## config.mk

```make
export PLATFORM = sky130hd
export DESIGN_NAME = ipm2l_fifo_pkt_writer
export DESIGN_NICKNAME = d
export VERILOG_FILES = /design/src/rtl/ipm2l_fifo_pkt_writer.sv
export SDC_FILE = /design/constraint.sdc
export NUM_CORES = 1
export LEC_CHECK = 0
export ABC_CLOCK_PERIOD_IN_PS = 3900
export CAP_MARGIN = 10
export CORE_MARGIN = 1
export CORE_UTILIZATION = 43
export CTS_CLUSTER_DIAMETER = 60
export DETAILED_ROUTE_END_ITERATION = 8
export HOLD_SLACK_MARGIN = 0.02
export PLACE_DENSITY_LB_ADDON = 0.3
export SLEW_MARGIN = 25
export SYNTH_ARGS = -nofsm -noshare
export SYNTH_HDL_FRONTEND = slang
export SYNTH_SLANG_ARGS = --single-unit
```

## constraint.sdc

```tcl
create_clock -name wclk -period 3.9 [get_ports wclk]
set_input_delay 0.585 -clock wclk [delete_from_list [all_inputs] [get_ports wclk]]
set_output_delay 0.585 -clock wclk [all_outputs]
set_load 0.005 [all_outputs]
```

## src/rtl/ipm2l_fifo_pkt_writer.sv

```systemverilog
// Write-side frame producer for the ipm2l FIFO: admits a frame only when the whole
// frame fits, writes a length header then the payload, and pads/truncates bad lengths.
module ipm2l_fifo_pkt_writer #(
  parameter int DATA_WIDTH      = 64,
  parameter int WR_DEPTH_WIDTH  = 9,
  parameter int LEN_WIDTH       = 9,
  parameter int MAX_PKT_LEN     = 256,
  parameter int DROP_ON_NOSPACE = 0
) (
  input  logic                      wclk,
  input  logic                      wrst,
  input  logic                      s_valid,
  output logic                      s_ready,
  input  logic [DATA_WIDTH-1:0]     s_data,
  input  logic                      s_last,
  input  logic [LEN_WIDTH-1:0]      s_len,
  output logic                      w_en,
  output logic [DATA_WIDTH-1:0]     w_data,
  input  logic                      wfull,
  input  logic [WR_DEPTH_WIDTH:0]   wr_water_level,
  output logic [15:0]               pkt_cnt,
  output logic [15:0]               drop_cnt,
  output logic                      err_len
);

  localparam logic [2:0] ST_IDLE   = 3'd0;
  localparam logic [2:0] ST_SETTLE = 3'd1;
  localparam logic [2:0] ST_CHECK  = 3'd2;
  localparam logic [2:0] ST_HDR    = 3'd3;
  localparam logic [2:0] ST_DATA   = 3'd4;
  localparam logic [2:0] ST_PAD    = 3'd5;
  localparam logic [2:0] ST_TRUNC  = 3'd6;
  localparam logic [2:0] ST_DROP   = 3'd7;

  localparam int                FREE_W   = WR_DEPTH_WIDTH + 2;
  localparam logic [FREE_W-1:0] CAPACITY = FREE_W'(1) << WR_DEPTH_WIDTH;
  localparam logic [1:0]        SETTLED  = 2'd2;

  logic [2:0]            state_q, state_d;
  logic [LEN_WIDTH-1:0]  len_q, len_d;
  logic [LEN_WIDTH-1:0]  bc_q, bc_d;
  logic [1:0]            settle_q, settle_d;
  logic                  w_en_q, w_en_d;
  logic [DATA_WIDTH-1:0] w_data_q, w_data_d;
  logic [15:0]           pkt_cnt_q, pkt_cnt_d;
  logic [15:0]           drop_cnt_q, drop_cnt_d;
  logic                  err_len_q, err_len_d;

  logic                  accept_s;
  logic                  len_bad_s;
  logic                  settled_s;
  logic [FREE_W-1:0]     free_s;
  logic [FREE_W-1:0]     need_s;
  logic [LEN_WIDTH:0]    bc_inc_s;
  logic [LEN_WIDTH:0]    len_ext_s;

  assign accept_s  = s_valid && s_ready;
  assign len_bad_s = (s_len == {LEN_WIDTH{1'b0}}) ||
                     ({1'b0, s_len} > (LEN_WIDTH+1)'(MAX_PKT_LEN));
  assign settled_s = (settle_q == SETTLED);
  assign free_s    = CAPACITY - FREE_W'(wr_water_level);
  assign need_s    = FREE_W'(len_q) + FREE_W'(1);
  assign bc_inc_s  = {1'b0, bc_q} + (LEN_WIDTH+1)'(1);
  assign len_ext_s = {1'b0, len_q};

  assign w_en     = w_en_q;
  assign w_data   = w_data_q;
  assign pkt_cnt  = pkt_cnt_q;
  assign drop_cnt = drop_cnt_q;
  assign err_len  = err_len_q;

  // Upstream ready depends only on state and FIFO full, never on s_valid.
  always_comb begin
    s_ready = 1'b0;
    case (state_q)
      ST_DATA:  s_ready = !wfull;
      ST_TRUNC: s_ready = 1'b1;
      ST_DROP:  s_ready = 1'b1;
      default:  s_ready = 1'b0;
    endcase
  end

  // Frame FSM: admission, header/payload writes and length repair.
  always_comb begin
    state_d    = state_q;
    len_d      = len_q;
    bc_d       = bc_q;
    w_en_d     = 1'b0;
    w_data_d   = w_data_q;
    pkt_cnt_d  = pkt_cnt_q;
    drop_cnt_d = drop_cnt_q;
    err_len_d  = 1'b0;
    case (state_q)
      ST_IDLE: begin
        if (s_valid) begin
          len_d = s_len;
          if (len_bad_s)      state_d = ST_DROP;
          else if (settled_s) state_d = ST_CHECK;
          else                state_d = ST_SETTLE;
        end else begin
          state_d = ST_IDLE;
        end
      end
      ST_SETTLE: begin
        if (settled_s) state_d = ST_CHECK;
        else           state_d = ST_SETTLE;
      end
      ST_CHECK: begin
        if (free_s >= need_s)          state_d = ST_HDR;
        else if (DROP_ON_NOSPACE != 0) state_d = ST_DROP;
        else                           state_d = ST_CHECK;
      end
      ST_HDR: begin
        if (!wfull) begin
          w_en_d   = 1'b1;
          w_data_d = DATA_WIDTH'(len_q);
          bc_d     = {LEN_WIDTH{1'b0}};
          state_d  = ST_DATA;
        end else begin
          state_d  = ST_HDR;
        end
      end
      ST_DATA: begin
        if (accept_s) begin
          w_en_d   = 1'b1;
          w_data_d = s_data;
          bc_d     = bc_inc_s[LEN_WIDTH-1:0];
          if (bc_inc_s == len_ext_s) begin
            pkt_cnt_d = pkt_cnt_q + 16'd1;
            if (s_last) begin
              state_d = ST_IDLE;
            end else begin
              err_len_d = 1'b1;
              state_d   = ST_TRUNC;
            end
          end else if (s_last) begin
            err_len_d = 1'b1;
            state_d   = ST_PAD;
          end else begin
            state_d   = ST_DATA;
          end
        end else begin
          state_d = ST_DATA;
        end
      end
      ST_PAD: begin
        if (!wfull) begin
          w_en_d   = 1'b1;
          w_data_d = {DATA_WIDTH{1'b0}};
          bc_d     = bc_inc_s[LEN_WIDTH-1:0];
          if (bc_inc_s == len_ext_s) begin
            pkt_cnt_d = pkt_cnt_q + 16'd1;
            state_d   = ST_IDLE;
          end else begin
            state_d   = ST_PAD;
          end
        end else begin
          state_d = ST_PAD;
        end
      end
      ST_TRUNC: begin
        if (accept_s && s_last) state_d = ST_IDLE;
        else                    state_d = ST_TRUNC;
      end
      ST_DROP: begin
        if (accept_s && s_last) begin
          drop_cnt_d = drop_cnt_q + 16'd1;
          state_d    = ST_IDLE;
        end else begin
          state_d    = ST_DROP;
        end
      end
      default: state_d = ST_IDLE;
    endcase
  end

  // Cycles since the last write; the level input needs two to catch up.
  always_comb begin
    if (w_en_d)         settle_d = 2'd0;
    else if (settled_s) settle_d = SETTLED;
    else                settle_d = settle_q + 2'd1;
  end

  // State and output registers.
  always_ff @(posedge wclk or posedge wrst) begin
    if (wrst) begin
      state_q    <= ST_IDLE;
      len_q      <= {LEN_WIDTH{1'b0}};
      bc_q       <= {LEN_WIDTH{1'b0}};
      settle_q   <= SETTLED;
      w_en_q     <= 1'b0;
      w_data_q   <= {DATA_WIDTH{1'b0}};
      pkt_cnt_q  <= 16'd0;
      drop_cnt_q <= 16'd0;
      err_len_q  <= 1'b0;
    end else begin
      state_q    <= state_d;
      len_q      <= len_d;
      bc_q       <= bc_d;
      settle_q   <= settle_d;
      w_en_q     <= w_en_d;
      w_data_q   <= w_data_d;
      pkt_cnt_q  <= pkt_cnt_d;
      drop_cnt_q <= drop_cnt_d;
      err_len_q  <= err_len_d;
    end
  end

endmodule

```

==> results of run 1 <==
==> worst paths after layout <==
check,endpoint,cells past startpoint,slack (ns),startpoint
setup / recovery,state_q[0],13,0.77,wr_water_level[2]
hold / removal,w_data[40],2,0.46,w_data[40]
setup reg to reg,state_q[0],13,1.07,bc_q[0]
hold reg to reg,w_data[40],2,0.46,w_data[40]
max in group asynchronous,settle_q[1],3,2.42,wrst
min in group asynchronous,w_data[39],2,0.65,wrst
==> per-layer routing <==
layer  up-vias  track usage  share of wire
met5         -            0              0
met4         0        0.120          0.031
met3        42       0.0557          0.051
met2       176        0.367           0.49
met1      2641        0.285           0.43
li1       2587            -              -
==> metrics by stage <==
| step | hold WS, ns | utilization | std cells | area [µm²] | worst slack (ns) |
|---|---|---|---|---|---|
| final | 0.460 | 0.632 | 1027 | 8740 | 0.768 |
| after global routing | 0.496 | 0.632 | 1027 | 8740 | 0.453 |
| after CTS | 0.467 | 0.632 | 1027 | 8740 | 0.790 |
| after detailed placement | 0.455 | 0.585 | 995 | 8090 | 0.357 |
| after global placement | 0.449 | 0.585 | 995 | 8090 | 0.634 |
| after floorplan | 0.463 | - | 659 | 6070 | 0.102 |
==> cell families after synthesis <==
| kind of cell | count (synthesis) | synth area share |
|---|---|---|
| AOI/OAI and AO/OA | 68 | 0.0670 |
| xor gates and xnor gates | 55 | 0.0794 |
| adders and majority gates | 20 | 0.0413 |
| buffers and inverters | 52 | 0.0332 |
| DFF | 121 | 0.499 |
| muxes | 11 | 0.0215 |
| and+or+nand+nor | 332 | 0.258 |
==> synthesized netlist by cell type (all sizes together) (4+ instances only) <==
library cell	number
a21oi	19
nor2	23
clkbuf	26
xor2	29
nand2b	6
ha	20
dfrtp	120
mux2	10
or3	5
nor4b	4
nand4	7
nand2	153
and2	5
nand3	79
buf	12
inv	14
nor4	6
nor3b	9
and3	11
o21ai	31
xnor2	26
nor3	16
==> power by group <==
part	total [mW]	internal, mW	switching, mW
Clock	1.70	1.13	0.561
Sequential	2.04	1.65	0.395
Combinational	2.02	1.05	0.966
==> state kept, by name, indices dropped and copies added (netlist names) <==
name	count
bc_q	9
drop_cnt	16
err_len	1
len_q	9
pkt_cnt	16
settle_q	2
state_q	3
w_data	64
w_en	1
==> worst reg2reg max path: stages, from the launching register on <==
cell	delay (ns)
dfrtp_1	0.44
ha_1	0.36
xor2_1	0.18
a211oi_1	0.19
nor4b_2	0.22
o2111a_2	0.27
o211ai_4	0.20
nor2_1	0.26
inv_1	0.07
ha_1	0.18
nand2_1	0.05
nand2_1	0.06
nor3_1	0.14
a22oi_1	0.09
==> cell type report <==
type	count	share of cell area
clock buffer	21	0.0550
clock inverter	11	0.0192
inverter	14	0.00630
multi-input combinational	486	0.326
sequential	121	0.347
tap	180	0.0258
timing repair buffer	194	0.221
==> summary.md, run 1 <==
| Metric | Value |
|---|---|
| Port bufs | 186 |
| Die footprint | 14600 µm² |
| Number of max-cap violations | 0 |
| Leading cell type in the layout, fill and taps excluded | clkdlybuf4s50_1 |
| Initial Util | 0.439 |
| Req. time, crit path | about 4.2 ns |
| Antenna diodes | 0 |
| Setup skew after layout | roughly 0.003 ns |
| Die height | between 100 and 150 µm |
| CTS Hold Buffers Added | 0 |
| Drt initial violations | 367 |
| Startpoint types | input pin |
| WL per Instance | between 15 and 20 µm |
| Endpoint class of the critical path | flip-flop |
| Synth top area cells | dfrtp_1 (50%), nand2_1 (9.5%), nand3_1 (6.5%), xor2_1 (4.2%), ha_1 (4.1%) |
| Tot GR Track Use | 0.229 |
| Final setup vio count | 0 |
| Fillers | ~1100 |
| Core box area | 13800 µm² |
| Multi-input logic area | 2850 µm² |
| Final Max Tran Viols | 0 |
| FF+latch area | approximately 3000 µm² |
| Die width | between 100 and 150 µm |
| Seq/Total Area, Yosys | 0.499 |
| Period utilisation layout | 0.803 |
| Max Fclk | 319 MHz |
| Mapped Area | just over 6000 µm² |
| Crit path max fanout | 3 |
| Critical path class | input pin to flip-flop |
| Distinct cell type count after synthesis | 50 |
| Buf/Inv on CP | 1 |
| Post-DP HPWL | 11.1 mm |
| PD cells | ~660 nW/µm² |
| Failing checks | design-rule violations |
| Share of Yosys cell area claimed by the top area cell type | 0.495 |
| Net count reported at finish | 942 |
| Unrepaired setup endpoints after global routing | false |
| Post-route ant nets | 0 |
| Static leakage | roughly 4 nW |
| Commonest non-fill, non-tap cells in the layout | clkdlybuf4s50_1 (186), nand2_1 (153), dfrtp_1 (120), nand3_1 (79), o21ai_0 (31) |
| Final setup TNS | 0 ns |
| # IOs | around 190 |
| Worst hold path type | flip-flop to flip-flop |
| Post-synth EDFFs | 0 |
| Crit-path leading delay family | simple AND/OR/NAND/NOR gates |
| Congestion Overflow GR | 0 |
| CTS HTree Levels | 4 |
| Syn nets | 767 |
| Max-slew headroom | 0.509 |
| CTS root buffer | clkbuf_16 |
| Largest net degree at the start of global routing | 65 |
| Status | finished with violations |
| Top_reg_cell synth | dfrtp_1 |
| Initial antenna violation count | 0 |
| Worst skew pair latency | around 0.4 ns |
| Worst path arrival time | roughly 3.5 ns |
| # DRC | 2 |
| CTS tree | yes |
| Routed via count | about 5400 |
| Vias per cell | 5.30 |
| Layout cells sized above 1 | 0.0756 |
| CP Cell Sequence | clkdlybuf4s50_1 > nor2_1 > nand3_1 > or3_1 > nor4_1 > xor2_1 > ha_1 > nand2_1 > a2111oi_0 > o21ai_0 > a31oi_1 > nor3_1 > a22oi_1 |
| Post-cts resize count | 0 |
| Post-Syn Area per Cell | ~9 µm² |
| First-pass GRT wire length | approximately 26 mm |
| Number of global-route vias before repair | roughly 5300 |
| Total setup buffers inserted after CTS | 0 |
| Critical path's slowest cell | clkdlybuf4s50_1 |
| Max incr delay on CP | 0.46 ns |
| Final RePlAce weighted congestion | about 0.82 |
| Synth Register Bits | 121 |
| Area leader, netlist | dfrtp_1 |
| Asr flop ratio synth | 1.00 |
| Yosys warnings | 0 |
| Final wirelength | between 15 and 20 mm |
| Clock slew at reported path FFs | about 0.05 ns |
| CTS sink count | between 100 and 150 |
| Least-Margin Pin Slew | ~0.74 ns |
| TritonCTS buffer count | 17 |
| FP Rows | 43 |
| Gate Count Post-Synth | around 660 |
| Overall Power | 5.76 mW |
| DRT Pass-1 Iters | 7 |
| Minimum clock period | roughly 3.1 ns |
| P&R area growth vs syn | 44.0% |
| VDD IR max | about 0.32 mV |
| Final hold vios | 0 |
| Longest Clk Path Bufs | 2 |
No activity file was read; power rests on OpenSTA's default activity.
==> run 2: changes to the inputs <==
--- a/config.mk
+++ b/config.mk
@@ -5,7 +5,7 @@
 export SDC_FILE = /design/constraint.sdc
 export NUM_CORES = 1
 export LEC_CHECK = 0
-export ABC_CLOCK_PERIOD_IN_PS = 3900
+export ABC_CLOCK_PERIOD_IN_PS = 2730
 export CAP_MARGIN = 10
 export CORE_MARGIN = 1
 export CORE_UTILIZATION = 43
==> constraint.sdc (replaced) <==
create_clock -name wclk -period 2.73 [get_ports wclk]
set_input_delay 0.4095 -clock wclk [delete_from_list [all_inputs] [get_ports wclk]]
set_output_delay 0.4095 -clock wclk [all_outputs]
set_load 0.005 [all_outputs]
==> summary.md, run 2 (synthesis results as in run 1) <==
| Metric | Value |
|---|---|
| Die height | 121 µm (unchanged) |
| Worst skew pair latency | 0.41 ns (about the same) |
| Tot GR Track Use | 0.227 (was 0.229) |
| Commonest non-fill, non-tap cells in the layout | clkdlybuf4s50_1 (182), nand2_1 (153), dfrtp_1 (120), nand3_1 (79) (was clkdlybuf4s50_1 (186), nand2_1 (153), dfrtp_1 (120), nand3_1 (79), o21ai_0 (31)) |
| Status | finished with violations (unchanged) |
| Number of global-route vias before repair | 5347 (was 5297) |
| Clock slew at reported path FFs | 0.06 ns (was 0.05 ns) |
| Max reg flops | 64 (unchanged) |
| Longest Clk Path Bufs | 2 (unchanged) |
| Vias per cell | 5.28 (was 5.30) |
| Final wirelength | 16.1 mm (was 15.9 mm) |
| Worst hold path type | flip-flop to flip-flop (unchanged) |
| Post-DP HPWL | 11.1 mm (about the same) |
| Setup skew after layout | 0.00990 ns (was 0.00297 ns) |
| CTS root buffer | clkbuf_16 (unchanged) |
| Routed via count | 5518 (was 5446) |
| Minimum clock period | roughly 2.6 ns |
| Largest net degree at the start of global routing | 122 (was 65) |
| P&R area growth vs syn | 48.3% (was 44.0%) |
| Post-layout util | 0.651 (was 0.632) |
| TritonCTS buffer count | 17 (unchanged) |
| Least-Margin Pin Slew | 0.649 ns (was 0.737 ns) |
| Inst Count DP | 1013 (was 995) |
| Worst r2r src | bc_q[1] (was bc_q[0]) |
| Critical path class | input pin to flip-flop (unchanged) |
| Die width | 121 µm (unchanged) |
| CTS tree | yes (unchanged) |
| Layout cells sized above 1 | 0.110 (was 0.0756) |
| Worst R2R Path Depth | 9 (was 13) |
| Congestion Overflow GR | 0 (unchanged) |
| Final setup vio count | 0 (unchanged) |
| CTS sink count | 121 (unchanged) |
| Antenna diodes | 0 (unchanged) |
| Max Fclk | 391 MHz |
| Initial Util | 0.439 (unchanged) |
| Period utilisation layout | 0.936 |
| Unrepaired setup endpoints after global routing | false (unchanged) |
| Hold_sp | w_data[28] (was w_data[40]) |
| Final worst slack | 0.175 ns (was 0.768 ns) |
| Post-route ant nets | 0 (unchanged) |
| Startpoint types | input pin (unchanged) |
| First-pass GRT wire length | 25.9 mm (was 26.0 mm) |
| # DRC | 2 (unchanged) |
| FP Rows | 43 (unchanged) |
| Hold endpoint | w_data[28] (was w_data[40]) |
| Die footprint | 14600 µm² (unchanged) |
| VDD IR max | 0.764 mV (was 0.317 mV) |
| PD cells | 941 nW/µm² (was 659 nW/µm²) |
| WL per Instance | 15.4 µm (was 15.5 µm) |
| Crit path max fanout | 4 (was 3) |
| CTS HTree Levels | 4 (unchanged) |
| Number of max-cap violations | 0 (unchanged) |
| Fillers | 1085 (was 1092) |
| Final Max Tran Viols | 0 (unchanged) |
| Max-slew headroom | 0.567 (was 0.509) |
| Initial antenna violation count | 0 (unchanged) |
| Port bufs | 186 (unchanged) |
| Leading cell type in the layout, fill and taps excluded | clkdlybuf4s50_1 (unchanged) |
| Req. time, crit path | 3.06 ns (was 4.23 ns) |
| Failing checks | design-rule violations (unchanged) |
| Drt initial violations | 356 (was 367) |
| CTS Hold Buffers Added | 0 (unchanged) |
| Pre-CTS setup slack | -0.430 ns (was 0.357 ns) |
| Endpoint class of the critical path | flip-flop (unchanged) |
| Hold path depth | 2 (unchanged) |
| Fin Hold WS | 0.461 ns (was 0.460 ns) |
| Final RePlAce weighted congestion | 0.845 (was 0.819) |
| Net count reported at finish | 961 (was 942) |
| FF+latch area | 3030 µm² (unchanged) |
| Cell Count, Final, Fillers Out | 1046 (was 1027) |
| Multi-input logic area | 2910 µm² (was 2850 µm²) |
| Static leakage | 4.15 nW (was 3.99 nW) |
| Final hold vios | 0 (unchanged) |
| Flop2flop setup slack | 0.19 ns (was 1.07 ns) |
| Core box area | 13800 µm² (unchanged) |
| DRT Pass-1 Iters | 6 (was 7) |
| Worst path arrival time | 2.89 ns (was 3.46 ns) |
| # IOs | 187 (unchanged) |
| Critical R2R Capture | pkt_cnt[13] (was state_q[0]) |
-- run 2: area by class of cell --
type	count	area share
Multi-Input combinational cell	486	0.323
Sequential cell	121	0.337
Tap cell	180	0.0250
Timing Repair Buffer	213	0.235
Clock inverter	14	0.0252
Clock buffer	18	0.0488
Inverter	14	0.00626
-- run 2: what timing repair did --
item,4_1_cts,5_1_grt
setup endpoints to repair,1,2
buffers inserted,0,1
resized for setup,1,21
pin swaps,0,6
-- run 2: power breakdown --
part | switching (mW) | internal (mW) | total, mW
sequential | 0.453 | 2.36 | 2.81
clock | 0.799 | 1.72 | 2.52
combinational | 1.52 | 1.61 | 3.13
-- run 2: metal layers --
metal / share of wire / up-vias / GRT usage
met4: 0.021 / 0 / 0.0880
met2: 0.51 / 176 / 0.382
li1: - / 2624 / -
met3: 0.048 / 29 / 0.0538
met1: 0.42 / 2689 / 0.282
met5: 0 / - / 0
-- run 2: metrics by stage --
| step | area, µm² | setup TNS [ns] | power (mW) |
|---|---|---|---|
| floorplan | 6070 | 0 | 4.29 |
| global placement | 8250 | -0.311 | 5.81 |
| detailed placement | 8250 | -0.430 | 5.93 |
| CTS | 8920 | 0 | 8.50 |
| global route | 9000 | 0 | 9.00 |
| finish | 9000 | 0 | 8.46 |
-- run 2: worst max path at each step --
| stage | startpoint | end |
|---|---|---|
| 5_1_grt | bc_q[1] | state_q[0] |
| 2_1_floorplan | bc_q[0] | state_q[0] |
| 3_5_place_dp | wr_water_level[0] | state_q[0] |
| 4_1_cts | wr_water_level[2] | state_q[0] |
| 6_report | wr_water_level[4] | state_q[0] |
| 3_3_place_gp | wr_water_level[2] | state_q[0] |
-- run 2: worst max-delay path: stages --
cell and delay (ns):
clkdlybuf4s50_1 0.46, or3_4 0.41, nor4_4 0.29, xor2_1 0.10, ha_1 0.31, nand2_1 0.08
a2111oi_2 0.33, o21ai_1 0.13, a31oi_1 0.16, nor3_1 0.07, a22oi_1 0.13
